File: config.mk
export PLATFORM = sky130hd
export DESIGN_NAME = unpacked_array_fifo
export DESIGN_NICKNAME = d
export VERILOG_FILES = /design/src/rtl/unpacked_array_pkg.sv /design/src/rtl/unpacked_array_fifo_mem.sv /design/src/rtl/unpacked_array_fifo.sv
export SDC_FILE = /design/constraint.sdc
export NUM_CORES = 1
export LEC_CHECK = 0
export CORE_AREA = 2 2 83 85
export CTS_CLUSTER_DIAMETER = 120
export DETAILED_ROUTE_END_ITERATION = 8
export DIE_AREA = 0 0 85 87
export PLACE_DENSITY = 0.84
export SKIP_CTS_REPAIR_TIMING = 1
export SYNTH_ARGS = -nofsm -noshare
export SYNTH_HDL_FRONTEND = slang
export SYNTH_HIERARCHICAL = 1
export SYNTH_SLANG_ARGS = --single-unit
File: constraint.sdc
create_clock -name clock -period 2.5 [get_ports clock]
set_input_delay 0.5 -clock clock [delete_from_list [all_inputs] [get_ports clock]]
set_output_delay 0.5 -clock clock [all_outputs]
set_load 0.005 [all_outputs]
File: src/rtl/unpacked_array_pkg.sv
// Shared constants and helpers for the multi-channel unpacked-array FIFO.
// No logic; elaboration-time only.
// Not applicable (no handshake in a package).
package unpacked_array_pkg;

    // Default geometry: two channels of bytes, four entries deep.
    localparam int DEF_M     = 2;
    localparam int DEF_W     = 8;
    localparam int DEF_DEPTH = 4;

    // Width needed to hold an occupancy value from 0 up to and including depth.
    function automatic int count_width(input int depth);
        return $clog2(depth + 1);
    endfunction

endpackage

File: src/rtl/unpacked_array_fifo_mem.sv
// Flop-based storage: DEPTH entries, each holding M words of W bits.
// Write lands on the rising edge; read is asynchronous (zero-cycle).
// No flow control here; the caller gates the write enable.
module unpacked_array_fifo_mem
    import unpacked_array_pkg::*;
#(
    parameter int M     = DEF_M,
    parameter int W     = DEF_W,
    parameter int DEPTH = DEF_DEPTH,
    parameter int AW    = $clog2(DEF_DEPTH)
) (
    input  logic          clock,
    input  logic          we_i,
    input  logic [AW-1:0] waddr_i,
    input  logic [W-1:0]  wdata_i [M],
    input  logic [AW-1:0] raddr_i,
    output logic [W-1:0]  rdata_o [M]
);

    // Storage array; deliberately not reset so it maps to plain flops.
    logic [W-1:0] mem_q [DEPTH][M];

    // Write all channels of the addressed entry together.
    always_ff @(posedge clock) begin
        if (we_i) begin
            for (int i = 0; i < M; i++) begin
                mem_q[waddr_i][i] <= wdata_i[i];
            end
        end
    end

    // Asynchronous read of the addressed entry, one word per channel.
    always_comb begin
        for (int i = 0; i < M; i++) begin
            rdata_o[i] = mem_q[raddr_i][i];
        end
    end

endmodule

File: src/rtl/unpacked_array_fifo.sv
// Multi-channel FIFO with shared pointers and first-word-fall-through read.
// Push edge to rd_valid is one cycle; rd_data follows the head combinationally.
// wr_ready/rd_valid come from registered occupancy only; writes while full are dropped and flagged.
module unpacked_array_fifo
    import unpacked_array_pkg::*;
#(
    parameter int M     = DEF_M,
    parameter int W     = DEF_W,
    parameter int DEPTH = DEF_DEPTH
) (
    input  logic                            clock,
    input  logic                            rstn,
    input  logic                            flush,
    input  logic                            ch_en    [M],
    input  logic                            wr_valid,
    output logic                            wr_ready,
    input  logic [W-1:0]                    wr_data  [M],
    output logic                            rd_valid,
    input  logic                            rd_ready,
    output logic [W-1:0]                    rd_data  [M],
    output logic [count_width(DEPTH)-1:0]   count,
    output logic                            overflow
);

    localparam int AW = $clog2(DEPTH);
    localparam int CW = count_width(DEPTH);
    localparam logic [CW-1:0] FULL_CNT = CW'(DEPTH);
    localparam logic [CW-1:0] ONE_CNT  = CW'(1);
    localparam logic [AW-1:0] ONE_PTR  = AW'(1);

    logic [AW-1:0] wr_ptr_q, wr_ptr_d;
    logic [AW-1:0] rd_ptr_q, rd_ptr_d;
    logic [CW-1:0] count_q,  count_d;
    logic          overflow_q, overflow_d;

    logic          push;
    logic          pop;
    logic          full;
    logic          mem_we;
    logic [W-1:0]  wr_word [M];

    // Handshake decode from registered occupancy only, so neither ready nor
    // valid depends combinationally on the opposite side's request.
    always_comb begin
        full     = (count_q == FULL_CNT);
        wr_ready = !full;
        rd_valid = (count_q != '0);
        push     = wr_valid && wr_ready;
        pop      = rd_valid && rd_ready;
        // A flush discards the cycle's traffic, so keep the memory untouched too.
        mem_we   = push && !flush;
    end

    // Disabled channels store zero rather than whatever is on their data lines.
    always_comb begin
        for (int i = 0; i < M; i++) begin
            wr_word[i] = ch_en[i] ? wr_data[i] : '0;
        end
    end

    // Next-state for pointers, occupancy and the sticky overflow flag.
    always_comb begin
        wr_ptr_d   = wr_ptr_q;
        rd_ptr_d   = rd_ptr_q;
        count_d    = count_q;
        overflow_d = overflow_q;
        if (flush) begin
            wr_ptr_d   = '0;
            rd_ptr_d   = '0;
            count_d    = '0;
            overflow_d = 1'b0;
        end else begin
            // DEPTH is a power of two, so natural pointer roll-over is the wrap.
            if (push) begin
                wr_ptr_d = wr_ptr_q + ONE_PTR;
            end
            if (pop) begin
                rd_ptr_d = rd_ptr_q + ONE_PTR;
            end
            // Simultaneous push and pop leaves occupancy unchanged.
            case ({push, pop})
                2'b10:   count_d = count_q + ONE_CNT;
                2'b01:   count_d = count_q - ONE_CNT;
                default: count_d = count_q;
            endcase
            // A write offered while full is lost; remember that it happened.
            if (wr_valid && full) begin
                overflow_d = 1'b1;
            end
        end
    end

    // Control state registers with asynchronous clear.
    always_ff @(posedge clock or negedge rstn) begin
        if (!rstn) begin
            wr_ptr_q   <= '0;
            rd_ptr_q   <= '0;
            count_q    <= '0;
            overflow_q <= 1'b0;
        end else begin
            wr_ptr_q   <= wr_ptr_d;
            rd_ptr_q   <= rd_ptr_d;
            count_q    <= count_d;
            overflow_q <= overflow_d;
        end
    end

    unpacked_array_fifo_mem #(
        .M     (M),
        .W     (W),
        .DEPTH (DEPTH),
        .AW    (AW)
    ) u_mem (
        .clock   (clock),
        .we_i    (mem_we),
        .waddr_i (wr_ptr_q),
        .wdata_i (wr_word),
        .raddr_i (rd_ptr_q),
        .rdata_o (rd_data)
    );

    assign count    = count_q;
    assign overflow = overflow_q;

endmodule

# Word level (Yosys, flattened, before mapping)
# Memory sizes are Yosys's and may differ from the RTL's.
# Cells that the tools add are included.
# Widths: inputs -> output; s select.
# word_totals
register_bits	8
n_memories	1
inputBits	23
ramBits	64
output_inout_bits	22
# op_classes
n_eq_ne	3
reduce_logical	11
n_mux	12
add_sub_neg	4
# mem_list
name	depth	width	read_ports	rd_ports_with_merged_regs	write_ports	line	source
u_mem.mem_q	4	16	1	0	1	unpacked_array_fifo_mem.sv:21	logic [W-1:0] mem_q [DEPTH][M];
# ops
cell	n
$mux 8	2
$mux 2	4
$pmux 3 s2	1
$reduce_bool 2->1	3
$reduce_bool 3->1	2
$add 2x1->2 const B	2
$logic_and 1x1->1	4
$mux 1	4
$add 3x1->3 const B	1
$eq 3x3->1 const B	1
$mux 3	1
$sub 3x1->3 const B	1
$eq 2x1->1 const B	1
$eq 2x2->1 const B	1
$logic_not 1->1	2

# Longest topological paths before layout
# depth
ltp_word	6
mapped_depth	8
depth_no_buf	7

# Modules after synthesis
# The synthesis kept the hierarchy.
# by_module_without_submodules
mod	area_per_inst_um2	cells_per_inst	n_inst
unpacked_array_fifo_mem	2377.3	88	1
unpacked_array_fifo	651.9	79	1

# Worst setup path after synthesis
# OpenSTA, ideal clock, no wires.
# synth_path
path_type	input port to flip-flop
startpoint	in flush
endpoint	mem u_mem/mem_q[0][0] (netlist name), enable pin
setup_time_ps	413
path_stages	3
arrival_time_ps	2235
setup_slack_ps	-147
path_cell_list	buf_1 nor3_1 nor3b_1
# synth_between
elab_chain_cells	4
# synth_lines
item	line	source
start, declared	unpacked_array_fifo.sv:13	input logic flush,
$logic_not 1->1	unpacked_array_fifo.sv:51	mem_we = push && !flush;
$logic_and 1x1->1	unpacked_array_fifo.sv:51	
named net mem_we	unpacked_array_fifo.sv:39	logic mem_we;
$mux 1	unpacked_array_fifo_mem.sv:25	if (we_i) begin
$mux 1 (implied by the code)	unpacked_array_fifo_mem.sv:27	mem_q[waddr_i][i] <= wdata_i[i];
end, declared	unpacked_array_fifo_mem.sv:21	
# The timed path passes the listed nets, and every way through them passes these cells.

==> flow_metrics.env <==
export IMPL_outcome="finished, final reports clean"
export IMPL_leakage_nw=1.42
export IMPL_synth_edf_count=64
export IMPL_place_inst=299
export IMPL_cts_tree="yes"
export IMPL_hold_violations=0
export IMPL_grt_usage_pct=15.0
export IMPL_vias=1654
export IMPL_postRouteAntennaNets=0
export IMPL_area_delta_synth_final_pct=30.3
export IMPL_antenna_found_initial=0
export IMPL_yosysWarnings=6
export IMPL_diodes=0
export IMPL_fin_cells=317
export IMPL_num_rows=30
export IMPL_dp_hpwl_mm=3.62
export IMPL_cp_required_ns=2.00
export IMPL_top_usage_layer="met2"
export IMPL_synthDistinctLibCells=40
export IMPL_synth_simple_area_share_pct=8.26
export IMPL_critPathSlowestCell="mux4_2"
export IMPL_timing_fmax_mhz=409
export IMPL_syn_inst=167
export IMPL_use_met2_pct=26.2
export IMPL_ys_seq_area_share_pct=70.1
export IMPL_ys_ff_latch=72
export IMPL_fp_dieW_um=85
export IMPL_start_kind="register"
export IMPL_grt_max_degree=19
export IMPL_path_cells="clkbuf_16 -> mux4_2 -> clkdlybuf4s50_1"
export IMPL_synth_top_family_by_area="multiplexers"
export IMPL_wl_mm=5.35
export IMPL_nets=256
export IMPL_relSlewSlack_pct=72.7
export IMPL_finalSetupViolations=0
export IMPL_path_max_fanout=8
export IMPL_max_stage_delay_ns=0.51
export IMPL_syn_area_per_cell_um2=18.1
export IMPL_gp_congestion=0.781
export IMPL_worstRegToRegCells=6
export IMPL_cp_arrival_ns=1.94
export IMPL_syn_nets=191
export IMPL_dr_pass1_iters=4
export IMPL_post_route_min_period_ns=2.44
export IMPL_crit_path_end_kind="output pin"
export IMPL_port_buffers=44
export IMPL_synth_adder_area_share_pct=0.661
export IMPL_critical_path_class="register to output pin"
export IMPL_min_path_type="input port to async pin"
export IMPL_wire_per_inst_um=16.9
export IMPL_cts_path_max_buffers=2
export IMPL_clock_latency_ns=0.33
export IMPL_cts_inserted_buffers=9
export IMPL_layout_drive_gt1_share_pct=21.1
export IMPL_drcViolationCount=0
export IMPL_fp_dieH_um=87
export IMPL_setup_ws_ns=0.0552
export IMPL_report_final_slew_viol_count=0
export IMPL_r2r_slack_ns=0.34
export IMPL_overflow=0
export IMPL_post_route_period_util_pct=97.8
export IMPL_drtIter0Drc=121
export IMPL_io_pins=45
export IMPL_clock_sinks=72
export IMPL_fin_area_um2=3950
export IMPL_fin_util_pct=60.1
export IMPL_placed_area_um2=3700
export IMPL_place_ws_ns=0.0417
export IMPL_htree_num_levels=3
export IMPL_multi_input_area_um2=817
export IMPL_synthXorXnorAreaFrac_pct=0.867
export IMPL_powerDensity_nw_per_um2=731
export IMPL_maxCapViolations=0
export IMPL_start_util_pct=46.1
export IMPL_synth_ff_type="edfxtp_1"
export IMPL_synth_compound_area_share_pct=3.76
export IMPL_gr_usage_met1_pct=17.7
export IMPL_via_per_inst=5.22
export IMPL_regArea_um2=2120
export IMPL_synth_mux_area_share_pct=13.4
export IMPL_root_buffer="clkbuf_8"
export IMPL_vdd_drop_max_v=0.000371
export IMPL_die_area_um2=7400
export IMPL_grt_pass1_wl_mm=8.14
export IMPL_clk_pin_slew_ns=0.07
export IMPL_syn_area_um2=3030
export IMPL_grtUsageMet3_pct=4.45
export IMPL_fp_coreArea_um2=6570
export IMPL_worstMarginPinSlew_ns=0.408
export IMPL_async_flop_share_pct=11.1
export IMPL_clock_skew_ns=0.00784
export IMPL_fill_cells=482
export IMPL_grt_pass1_vias=1634
export IMPL_fin_tns_setup_ns=0
through the flow:
stage / power (mW) / hold slack [ns]
4_1_cts: 2.89 / 0.462
2_1_floorplan: 1.70 / 0.204
5_1_grt: 3.02 / 0.460
3_3_place_gp: 1.93 / 0.501
3_5_place_dp: 1.95 / 0.495
6_report: 2.89 / 0.466
final timing paths:
kind | endpoint | from
max in group asynchronous | rd_ptr_q[0] | rstn
min in group clock | overflow | overflow
min reg2reg | overflow | overflow
min | count[1] | rstn
max reg2reg | count[2] | count[0]
max | rd_data[13] | rd_ptr_q[0]
power breakdown:
part	total [mW]	internal [mW]	switching [mW]	leakage (nW)
registers	1.39	1.36	0.0244	0.698
logic	0.553	0.339	0.214	0.610
clock network	0.947	0.559	0.388	0.108
total	2.89	2.26	0.627	1.42
cells in the mapped netlist, drive strengths merged (2+ instances only):
library cell	count	area (um2)
edfxtp	64	1920
and2	16	100
mux4	16	383
buf	10	72.6
dfrtp	8	200
nor2	7	26.3
inv	5	18.8
o21ai	4	20.0
a21oi	3	15.0
and3b	3	26.3
nand3	3	15.0
or3	3	18.8
a31oi	2	12.5
mux2	2	22.5
nor2b	2	12.5
nor3b	2	20.0
xor2	2	17.5
registers in the layout, summed over array words and instances (netlist names):
| name | flops |
|---|---|
| u_mem/mem_q | 64 |
| count | 3 |
| rd_ptr_q | 2 |
| wr_ptr_q | 2 |
| overflow | 1 |
area by class of cell:
cell class / instances / area share (%)
Multi-Input combinational cell: 80 / 20.7
Inverter: 5 / 0.475
Sequential cell: 72 / 53.8
Clock buffer: 10 / 3.23
Timing Repair Buffer: 64 / 17.2
Clock inverter: 6 / 2.09
Tap cell: 80 / 2.54
critical path: cells and delay by family, from the launching register on:
| kind | cells | cell delay (ns) |
|---|---|---|
| buffers and inverters | 2 | 0.67 |
| DFF | 1 | 0.43 |
| muxes | 1 | 0.51 |
kinds of logic after synthesis:
logic type / count (synthesis)
AOI/OAI and AO/OA: 17
xor gates and xnor gates: 3
adders and majority gates: 1
buffers and inverters: 15
DFF: 72
muxes: 18
and+or+nand+nor: 41
layout by cell type (no fill, tap or decap), types with 5 or more instances in the layout:
cell type	count
edfxtp_1	64
clkdlybuf4s50_1	41
and2_1	16
buf_4	14
mux4_2	11
clkbuf_8	9
nor2_1	7
dfrtp_1	7
buf_12	5
mux4_1	5
per-layer routing:
metal  up-vias  share of wire (%)
met5         -                  0
met4         0                1.0
met3         5                3.5
met2        41                 55
met1       814                 41
li1        794                  -
Power figures use the tool's default switching activity.
